--- config.mk ---
export PLATFORM = sky130hd
export DESIGN_NAME = vx_operands_split
export DESIGN_NICKNAME = d
export VERILOG_FILES = /design/src/rtl/vx_operands_split.sv
export SDC_FILE = /design/constraint.sdc
export NUM_CORES = 1
export LEC_CHECK = 0
export ABC_AREA = 1
export BUFFER_PORTS_ARGS = -buffer_cell sky130_fd_sc_hd__buf_2
export CAP_MARGIN = 10
export CORE_ASPECT_RATIO = 0.7
export CORE_MARGIN = 8
export CORE_UTILIZATION = 40
export CTS_BUF_LIST = sky130_fd_sc_hd__clkbuf_8 sky130_fd_sc_hd__clkbuf_16
export CTS_CLUSTER_SIZE = 20
export DETAILED_ROUTE_END_ITERATION = 6
export MAX_ROUTING_LAYER = met4
export PLACE_DENSITY = 0.63
export SLEW_MARGIN = 20
export SYNTH_ARGS = -nofsm -noshare
export SYNTH_HDL_FRONTEND = slang
export SYNTH_SLANG_ARGS = --single-unit
--- constraint.sdc ---
create_clock -name clk -period 35.3 [get_ports clk]
set_input_delay 7.06 -clock clk [delete_from_list [all_inputs] [get_ports clk]]
set_output_delay 7.06 -clock clk [all_outputs]
set_load 0.02 [all_outputs]
--- src/rtl/vx_operands_split.sv ---
// Operand lane-batcher: buffers full-warp operand packets and replays each one
// as NUM_LANES-wide beats, optionally skipping beats whose thread mask is empty.
module vx_operands_split #(
   parameter  int NUM_THREADS = 4,
   parameter  int NUM_LANES   = 2,
   parameter  int XLEN        = 32,
   parameter  int META_W      = 64,
   parameter  int DEPTH       = 2,
   parameter  int SKIP_EMPTY  = 1,
   localparam int BATCHES     = NUM_THREADS / NUM_LANES,
   localparam int PID_W       = (BATCHES > 1) ? $clog2(BATCHES) : 1
) (
   input  logic                        clk,
   input  logic                        reset,
   input  logic                        in_valid,
   input  logic [META_W-1:0]           in_meta,
   input  logic [NUM_THREADS-1:0]      in_tmask,
   input  logic [NUM_THREADS*XLEN-1:0] in_rs1,
   input  logic [NUM_THREADS*XLEN-1:0] in_rs2,
   input  logic [NUM_THREADS*XLEN-1:0] in_rs3,
   output logic                        in_ready,
   output logic                        out_valid,
   output logic [META_W-1:0]           out_meta,
   output logic [NUM_LANES-1:0]        out_tmask,
   output logic [NUM_LANES*XLEN-1:0]   out_rs1,
   output logic [NUM_LANES*XLEN-1:0]   out_rs2,
   output logic [NUM_LANES*XLEN-1:0]   out_rs3,
   output logic [PID_W-1:0]            out_pid,
   output logic                        out_sop,
   output logic                        out_eop,
   input  logic                        out_ready,
   output logic                        busy
);

   localparam int PTR_W = (DEPTH > 1) ? $clog2(DEPTH) : 1;
   localparam int CNT_W = $clog2(DEPTH + 1);
   localparam int LW    = NUM_LANES * XLEN;
   localparam int PW    = NUM_THREADS * XLEN;

   logic [META_W-1:0]      meta_mem_q  [DEPTH];
   logic [NUM_THREADS-1:0] tmask_mem_q [DEPTH];
   logic [PW-1:0]          rs1_mem_q   [DEPTH];
   logic [PW-1:0]          rs2_mem_q   [DEPTH];
   logic [PW-1:0]          rs3_mem_q   [DEPTH];

   logic [PTR_W-1:0] wr_ptr_q, wr_ptr_d;
   logic [PTR_W-1:0] rd_ptr_q, rd_ptr_d;
   logic [CNT_W-1:0] count_q, count_d;
   logic [PID_W-1:0] cur_pid_q, cur_pid_d;

   logic [NUM_THREADS-1:0] head_tmask_s;
   logic [PW-1:0]          head_rs1_s, head_rs2_s, head_rs3_s;
   logic [BATCHES-1:0]     chunk_s;
   logic [PID_W-1:0]       first_s, next_s, beat_pid_s;
   logic                   last_s;
   logic                   push_s, beat_fire_s, pop_s;

   assign head_tmask_s = tmask_mem_q[rd_ptr_q];
   assign head_rs1_s   = rs1_mem_q[rd_ptr_q];
   assign head_rs2_s   = rs2_mem_q[rd_ptr_q];
   assign head_rs3_s   = rs3_mem_q[rd_ptr_q];

   for (genvar g = 0; g < BATCHES; g++) begin : g_chunk
      assign chunk_s[g] = |head_tmask_s[g*NUM_LANES +: NUM_LANES];
   end

   // Beat walker: first live chunk, the one after the current beat, and the end marker.
   always_comb begin
      first_s    = '0;
      next_s     = '0;
      last_s     = 1'b1;
      beat_pid_s = '0;
      if (SKIP_EMPTY != 0) begin
         // Downward scans so the lowest matching chunk is the one that sticks.
         for (int k = BATCHES - 1; k >= 0; k--) begin
            if (chunk_s[k]) begin
               first_s = PID_W'(k);
            end else begin
               first_s = first_s;
            end
         end
         beat_pid_s = (cur_pid_q == '0) ? first_s : cur_pid_q;
         for (int k = BATCHES - 1; k >= 0; k--) begin
            if (chunk_s[k] && (PID_W'(k) > beat_pid_s)) begin
               next_s = PID_W'(k);
               last_s = 1'b0;
            end else begin
               next_s = next_s;
            end
         end
      end else begin
         beat_pid_s = cur_pid_q;
         next_s     = cur_pid_q + PID_W'(1);
         last_s     = (cur_pid_q == PID_W'(BATCHES - 1));
      end
   end

   assign out_valid   = !reset && (count_q != '0);
   assign busy        = out_valid;
   assign in_ready    = !reset && (count_q != CNT_W'(DEPTH));
   assign out_meta    = meta_mem_q[rd_ptr_q];
   assign out_tmask   = head_tmask_s[int'(beat_pid_s)*NUM_LANES +: NUM_LANES];
   assign out_rs1     = head_rs1_s[int'(beat_pid_s)*LW +: LW];
   assign out_rs2     = head_rs2_s[int'(beat_pid_s)*LW +: LW];
   assign out_rs3     = head_rs3_s[int'(beat_pid_s)*LW +: LW];
   assign out_pid     = out_valid ? beat_pid_s : '0;
   assign out_sop     = out_valid && (beat_pid_s == first_s);
   assign out_eop     = out_valid && last_s;

   assign push_s      = in_valid && in_ready;
   assign beat_fire_s = out_valid && out_ready;
   assign pop_s       = beat_fire_s && last_s;

   // Next-state for pointers, occupancy and the replay position.
   always_comb begin
      wr_ptr_d  = wr_ptr_q;
      rd_ptr_d  = rd_ptr_q;
      count_d   = count_q;
      cur_pid_d = cur_pid_q;
      if (push_s) begin
         wr_ptr_d = (wr_ptr_q == PTR_W'(DEPTH - 1)) ? '0 : wr_ptr_q + PTR_W'(1);
      end else begin
         wr_ptr_d = wr_ptr_q;
      end
      if (pop_s) begin
         rd_ptr_d = (rd_ptr_q == PTR_W'(DEPTH - 1)) ? '0 : rd_ptr_q + PTR_W'(1);
      end else begin
         rd_ptr_d = rd_ptr_q;
      end
      case ({push_s, pop_s})
         2'b10:   count_d = count_q + CNT_W'(1);
         2'b01:   count_d = count_q - CNT_W'(1);
         default: count_d = count_q;
      endcase
      if (beat_fire_s) begin
         cur_pid_d = last_s ? '0 : next_s;
      end else begin
         cur_pid_d = cur_pid_q;
      end
   end

   // Control state register.
   always_ff @(posedge clk) begin
      if (reset) begin
         wr_ptr_q  <= '0;
         rd_ptr_q  <= '0;
         count_q   <= '0;
         cur_pid_q <= '0;
      end else begin
         wr_ptr_q  <= wr_ptr_d;
         rd_ptr_q  <= rd_ptr_d;
         count_q   <= count_d;
         cur_pid_q <= cur_pid_d;
      end
   end

   // Packet storage; contents are only meaningful while counted as occupied.
   always_ff @(posedge clk) begin
      if (push_s) begin
         meta_mem_q[wr_ptr_q]  <= in_meta;
         tmask_mem_q[wr_ptr_q] <= in_tmask;
         rs1_mem_q[wr_ptr_q]   <= in_rs1;
         rs2_mem_q[wr_ptr_q]   <= in_rs2;
         rs3_mem_q[wr_ptr_q]   <= in_rs3;
      end
   end

endmodule

==> out/results.tsv, run 1 <==
stage	metric	value	unit
setup_path	crit-path cells	buf_2 -> a21oi_1 -> inv_1 -> a21oi_1 -> buf_2	
place	DP Wirelength	55.01	mm
timing	fin crit share	0.4245	
worst_hold_path	worst min path class	reg2reg	
clock_tree	CTS tree	done	
yosys	number of synthesized register bits	910	
detailed_routing	via count	20670	
global_route	Total GRT Usage	0.1671	
yosys	area of the mapped netlist	34630	um2
timing	fin. max-slew vios	0	
die	die footprint	96390	um2
global_route	vias in the first global route	20280	
setup_path	CP Class	in2out	
cells_and_area	register area	27270	um2
clock_tree	htree depth	3	
die	chip height	262.2	um
clock_tree	Clock Tree Buf Depth	3	
cells_and_area	area of the multi-input gates	6734	um2
detailed_routing	vias per cell	4.690	
yosys	Syn Inst Count	2442	
timing	final hold vios	0	
outcome	status	completed	
timing	RSZ-0062 raised after global routing	false	
global_route	GR Overflow Total	0	
yosys	Synth cell types	18	
clock_tree	clock sinks	910	
global_route	largest net degree at the start of global routing	145	
power	Power Density	56.56	nW/um2
detailed_routing	Antenna Nets Post-Route	0	
setup_path	Worst setup SP type	primary input	
cells_and_area	synthesis-to-layout area growth	21.66	%
die	number of I/O pins	720	
clock_tree	setup bufs post-CTS	0	
cells_and_area	most frequent cells in the layout	nand2_1 (980), edfxtp_1 (904), buf_2 (719)	
setup_path	critical path's slowest cell	a21oi_1	
timing	relative slew slack	0.2636	
die	Rows	90	
timing	Setup Viol. Count Final	0	
clock_tree	worst skew pair latency	0.63	ns
yosys	sequential-to-total area share from yosys stat	0.7874	
setup_path	required time of the critical path	28.24	ns
timing	fin crit period	14.98	ns
cells_and_area	Fillers	7511	
cells_and_area	share of cells above drive strength 1	0.2682	
clock_tree	cts bufs inserted	88	
place	number of buffers added on ports	719	
die	starting density of the core	0.4030	
setup_path	crit-path max cell delay	0.25	ns
power	peak supply drop	0.04998	mV
setup_path	Max FO, Critical Path	4	
yosys	YS warnings	0	
global_route	first-pass GRT wire length	120.9	mm
yosys	Avg Cell Area, Syn	14.18	um2
clock_tree	Worst-path clk slew	0.06	ns
setup_path	Arrival @ worst endpoint	7.92	ns
timing	clock skew	0.02820	ns
detailed_routing	DRC viols	0	
timing	Worst Tran Pin Value	1.105	ns
detailed_routing	Pre-antenna DRT Iters	4	
detailed_routing	1st-iter DRT viols	1574	
die	Die X	367.7	um
timing	Fmax	0.06674	GHz
power	leak pwr	15.99	nW
cells_and_area	most common cell after layout, fill and taps aside	nand2_1	
die	Core Region	85920	um2
timing	Post-Route Setup TNS	0	ns
job	Max Cap Viol	0	
yosys	Area contributors post-synth	edfxtp_1 (78%), nand2_1 (11%), mux2i_1 (5.6%)	
clock_tree	hold_buf cts	0	
global_route	antenna violations before repair	37	
yosys	post-synth top area cell	edfxtp_1	
cells_and_area	final net count	3611	
place	Final GP Congestion	0.7721	
detailed_routing	Post-Route WL	82.79	mm
setup_path	Setup crit end kind	output pin	
detailed_routing	wire length per cell	18.79	um
clock_tree	cts repair resizes	0	
yosys	Synth top area share	0.7840	
power	Pwr Total	2.383	mW
clock_tree	Root Buffer	clkbuf_16	
yosys	syn_nets	2899	
[synth_stat cells (all sizes together)]
cell,count
dfxtp,6
edfxtp,904
nand2,981
nand3,3
buf,73
a21oi,9
mux2i,192
nor2,6
inv,20
o21ai,198
o21a,1
clkbuf,48
ha,1
[path summary, 6_finish.rpt]
| path | to | from | depth (start not counted) | slack, ns |
|---|---|---|---|---|
| worst min-delay path | count_q[1] | count_q[1] | 2 | 0.51 |
| worst max register to register | rs2_mem_q[0][3] | count_q[0] | 7 | 30.51 |
| worst max-delay path | out_pid | reset | 5 | 20.32 |
| worst min register to register | count_q[1] | count_q[1] | 2 | 0.51 |
[layout make-up]
class,instances,area share
repair buffers,743,0.09029
clock inverters,65,0.01043
inverters,20,0.001960
flip-flops and latches,910,0.6473
multi-input cells,1391,0.1599
diodes,36,0.002138
well taps,1150,0.03416
clock buffers,92,0.05385
[per-stage QoR]
stage | setup WS (ns) | utilization | hold slack, ns | cell area, um2 | cells
floorplan | 7.624 | - | 0.4583 | 34630 | 2442
global placement | 20.30 | 0.4577 | 0.4782 | 39330 | 4214
detailed placement | 20.26 | 0.4577 | 0.4890 | 39330 | 4214
CTS | 20.26 | 0.4893 | 0.5094 | 42040 | 4371
global route | 20.23 | 0.4902 | 0.5528 | 42120 | 4405
finish | 20.32 | 0.4903 | 0.5105 | 42130 | 4407
[sequential cells by signal, summed over array words and instances, names as in the netlist, named ones only]
signal / flops
rd_ptr_q: 1
tmask_mem_q: 8
rs3_mem_q: 256
wr_ptr_q: 1
rs2_mem_q: 256
meta_mem_q: 128
rs1_mem_q: 256
count_q: 2
cur_pid_q: 1
[worst max-delay path, delay by kind of cell]
kind | cells | cell delay, ns
compound gates | 2 | 0.42
buf+inv | 3 | 0.43
[power breakdown]
part           leakage [nW]  switching, mW  internal [mW]  total [mW]
Sequential             8.34        0.00864           1.23        1.24
Clock                  1.41          0.393          0.490       0.883
Combinational          6.25          0.180         0.0776       0.257
[per-layer routing]
layer / up-vias / share of wire / track usage / wire length (um)
li1: 10110 / - / - / -
met1: 9882 / 0.40 / 0.1983 / 32970
met2: 573 / 0.51 / 0.2781 / 42020
met3: 105 / 0.073 / 0.04829 / 6074
met4: 0 / 0.021 / 0.05123 / 1725
met5: - / 0 / - / 0
[cells by family after synthesis]
group | synth area share
flip-flops | 0.7874
adder cells (fa/ha/maj) | 0.0003613
multiplexers | 0.05550
AO/OA/AOI/OAI | 0.03014
buffers and inverters | 0.01879
AND/OR/NAND/NOR | 0.1078
Note: power is estimated with default switching activity, not from simulation.
==> run 2: changes to the inputs <==
--- a/config.mk
+++ b/config.mk
@@ -5,7 +5,7 @@
 export SDC_FILE = /design/constraint.sdc
 export NUM_CORES = 1
 export LEC_CHECK = 0
-export ABC_AREA = 1
+export ABC_AREA = 0
 export BUFFER_PORTS_ARGS = -buffer_cell sky130_fd_sc_hd__buf_2
 export CAP_MARGIN = 10
 export CORE_ASPECT_RATIO = 0.7
@@ -15,7 +15,7 @@
 export CTS_CLUSTER_SIZE = 20
 export DETAILED_ROUTE_END_ITERATION = 6
 export MAX_ROUTING_LAYER = met4
-export PLACE_DENSITY = 0.63
+export PLACE_DENSITY = 0.64
 export SLEW_MARGIN = 20
 export SYNTH_ARGS = -nofsm -noshare
 export SYNTH_HDL_FRONTEND = slang
==> constraint.sdc (replaced) <==
create_clock -name clk -period 14.6 [get_ports clk]
set_input_delay 2.92 -clock clk [delete_from_list [all_inputs] [get_ports clk]]
set_output_delay 2.92 -clock clk [all_outputs]
set_load 0.02 [all_outputs]
==> out/results.tsv, run 2 <==
stage	metric	value	unit
detailed_routing	1st-iter DRT viols	984	
worst_hold_path	Hold Crit Depth	2	
clock_tree	Clock Tree Buf Depth	3	
yosys	syn_nets	1718	
place	Final GP Congestion	0.7994	
clock_tree	clock sinks	910	
timing	fin crit share	0.4894	
timing	clock skew	0.02306	ns
outcome	status	completed	
cells_and_area	Fillers	6642	
yosys	EDFF count, synth	904	
global_route	GR Overflow Total	0	
die	Core Region	82030	um2
timing	fin. max-slew vios	0	
global_route	largest net degree at the start of global routing	162	
die	Rows	88	
detailed_routing	via count	15900	
timing	relative slew slack	0.2533	
power	leak pwr	14.20	nW
yosys	Synth cell types	32	
cells_and_area	register area	27270	um2
timing	Setup Viol. Count Final	0	
cells_and_area	area of the multi-input gates	5356	um2
setup_path	Max FO, Critical Path	130	
detailed_routing	vias per cell	4.950	
cells_and_area	most common cell after layout, fill and taps aside	edfxtp_1	
yosys	post-synth top area cell	edfxtp_1	
power	Power Density	143.9	nW/um2
yosys	number of synthesized register bits	910	
place	DP Wirelength	51.87	mm
clock_tree	htree depth	3	
clock_tree	CTS tree	done	
setup_path	required time of the critical path	11.68	ns
global_route	antenna violations before repair	24	
place	Placed Cells	3023	
setup_path	Worst setup SP type	flip-flop	
worst_hold_path	worst min path class	reg2reg	
yosys	Synth top cells by count	edfxtp_1 (904), mux4_2 (194), mux2_2 (64)	
setup_path	Setup crit end kind	output pin	
detailed_routing	DRC viols	0	
clock_tree	setup bufs post-CTS	0	
cells_and_area	largest registers	rs1_mem_q x256, rs2_mem_q x256, rs3_mem_q x256	
setup_path	CP Class	reg2out	
job	Max Cap Viol	0	
worst_hold_path	hold_sp	count_q[1]	
die	starting density of the core	0.4016	
yosys	Avg Cell Area, Syn	26.13	um2
yosys	Main synth FF type	edfxtp_1	
clock_tree	Root Buffer	clkbuf_16	
detailed_routing	Pre-antenna DRT Iters	5	
setup_path	Reg2Reg Setup Slack	10.98	ns
clock_tree	cts repair resizes	0	
setup_path	reg2reg path depth	4	
yosys	YS warnings	0	
cells_and_area	synthesis-to-layout area growth	23.37	%
detailed_routing	Antenna Nets Post-Route	0	
yosys	Synth top area share	0.8240	
die	chip height	256.1	um
detailed_routing	Post-Route WL	75.22	mm
detailed_routing	wire length per cell	23.42	um
clock_tree	cts bufs inserted	87	
clock_tree	worst skew pair latency	0.63	ns
setup_path	Reg2Reg Capture Point	rs1_mem_q[0][25]	
yosys	area of the mapped netlist	32950	um2
yosys	sequential-to-total area share from yosys stat	0.8276	
timing	Fmax	0.1399	GHz
global_route	vias in the first global route	17400	
cells_and_area	final net count	2489	
worst_hold_path	Min-Delay Endpoint	count_q[1]	
die	number of I/O pins	720	
die	Die X	359.0	um
clock_tree	Worst-path clk slew	0.06	ns
setup_path	Arrival @ worst endpoint	4.23	ns
yosys	Syn Inst Count	1261	
timing	fin crit period	7.146	ns
setup_path	FF-to-FF Start	count_q[0]	
yosys	share of flip-flops with an asynchronous set or reset	0	
timing	Worst Tran Pin Value	1.120	ns
cells_and_area	most frequent cells in the layout	edfxtp_1 (904), buf_2 (719), mux4_2 (194)	
global_route	first-pass GRT wire length	110.3	mm
cells_and_area	share of cells above drive strength 1	0.5325	
place	number of buffers added on ports	719	
global_route	Total GRT Usage	0.1620	
yosys	Area contributors post-synth	edfxtp_1 (82%), mux4_2 (13%), mux2_2 (2.2%)	
timing	final hold slack	0.5084	ns
die	die footprint	91950	um2
clock_tree	hold_buf cts	0	
power	peak supply drop	0.09780	mV
timing	RSZ-0062 raised after global routing	false	
cells_and_area	final std cells w/o fill	3212	
yosys	most numerous cell in the Yosys netlist	edfxtp_1	
timing	final hold vios	0	
run 2: area by class of cell:
cell class | count | area share
Multi-Input combinational cell | 295 | 0.1318
Clock inverter | 71 | 0.01373
Sequential cell | 910 | 0.6709
Clock buffer | 91 | 0.05520
Timing Repair Buffer | 733 | 0.09297
Inverter | 5 | 0.0004618
Antenna cell | 27 | 0.001662
Tap cell | 1080 | 0.03325
run 2: worst max path at each step:
stage / to / slack (ns) / cells past startpoint
global placement: out_pid / 7.68 / 5
detailed placement: out_pid / 7.67 / 5
floorplan: meta_mem_q[1][0] / -0.95 / 3
CTS: out_rs1[54] / 7.40 / 7
finish: out_rs1[1] / 7.45 / 7
global route: out_rs1[1] / 7.26 / 7
run 2: critical path, stage by stage (launching register included):
cell and delay, ns:
dfxtp_4 0.46, nor3_1 0.25, a21oi_2 0.13, a21oi_4 0.43, buf_12 0.61, buf_4 0.77, mux4_2 0.41, buf_2 0.19
run 2: report_power, final:
group	switching, mW	internal [mW]	leakage, nW
registers	0.0248	2.99	8.35
clock network	0.940	1.24	1.44
logic	0.389	0.260	4.42
run 2: routing by layer:
metal | global-route usage | share of wire | vias up
li1 | - | - | 7021
met1 | 0.1739 | 0.36 | 8215
met2 | 0.2869 | 0.54 | 554
met3 | 0.05305 | 0.070 | 110
met4 | 0.04622 | 0.023 | 0
met5 | - | 0 | -
run 2: cell families (layout without fill, tap and decap cells):
logic type,count (synthesis),after routing,share of synthesized area
flip-flops,910,910,0.8276
multiplexers,258,258,0.1545
buffers and inverters,56,900,0.01025
AND/OR/NAND/NOR,19,19,0.002962
AO/OA/AOI/OAI,14,14,0.003495
XOR/XNOR,3,3,0.0007977
adder cells (fa/ha/maj),1,1,0.0003797
other,0,27,0
run 2: metrics by stage:
step                setup slack [ns]    util  setup TNS [ns]  cell area (um2)  power, mW
floorplan                    -0.9528       -         -860.74            32950      3.514
global placement               7.679  0.4605               0            37780      3.719
detailed placement             7.667  0.4605               0            37780      3.736
CTS                            7.403  0.4947               0            40580      5.926
global route                   7.255  0.4954               0            40640      6.048
finish                         7.454  0.4955               0            40640      5.849
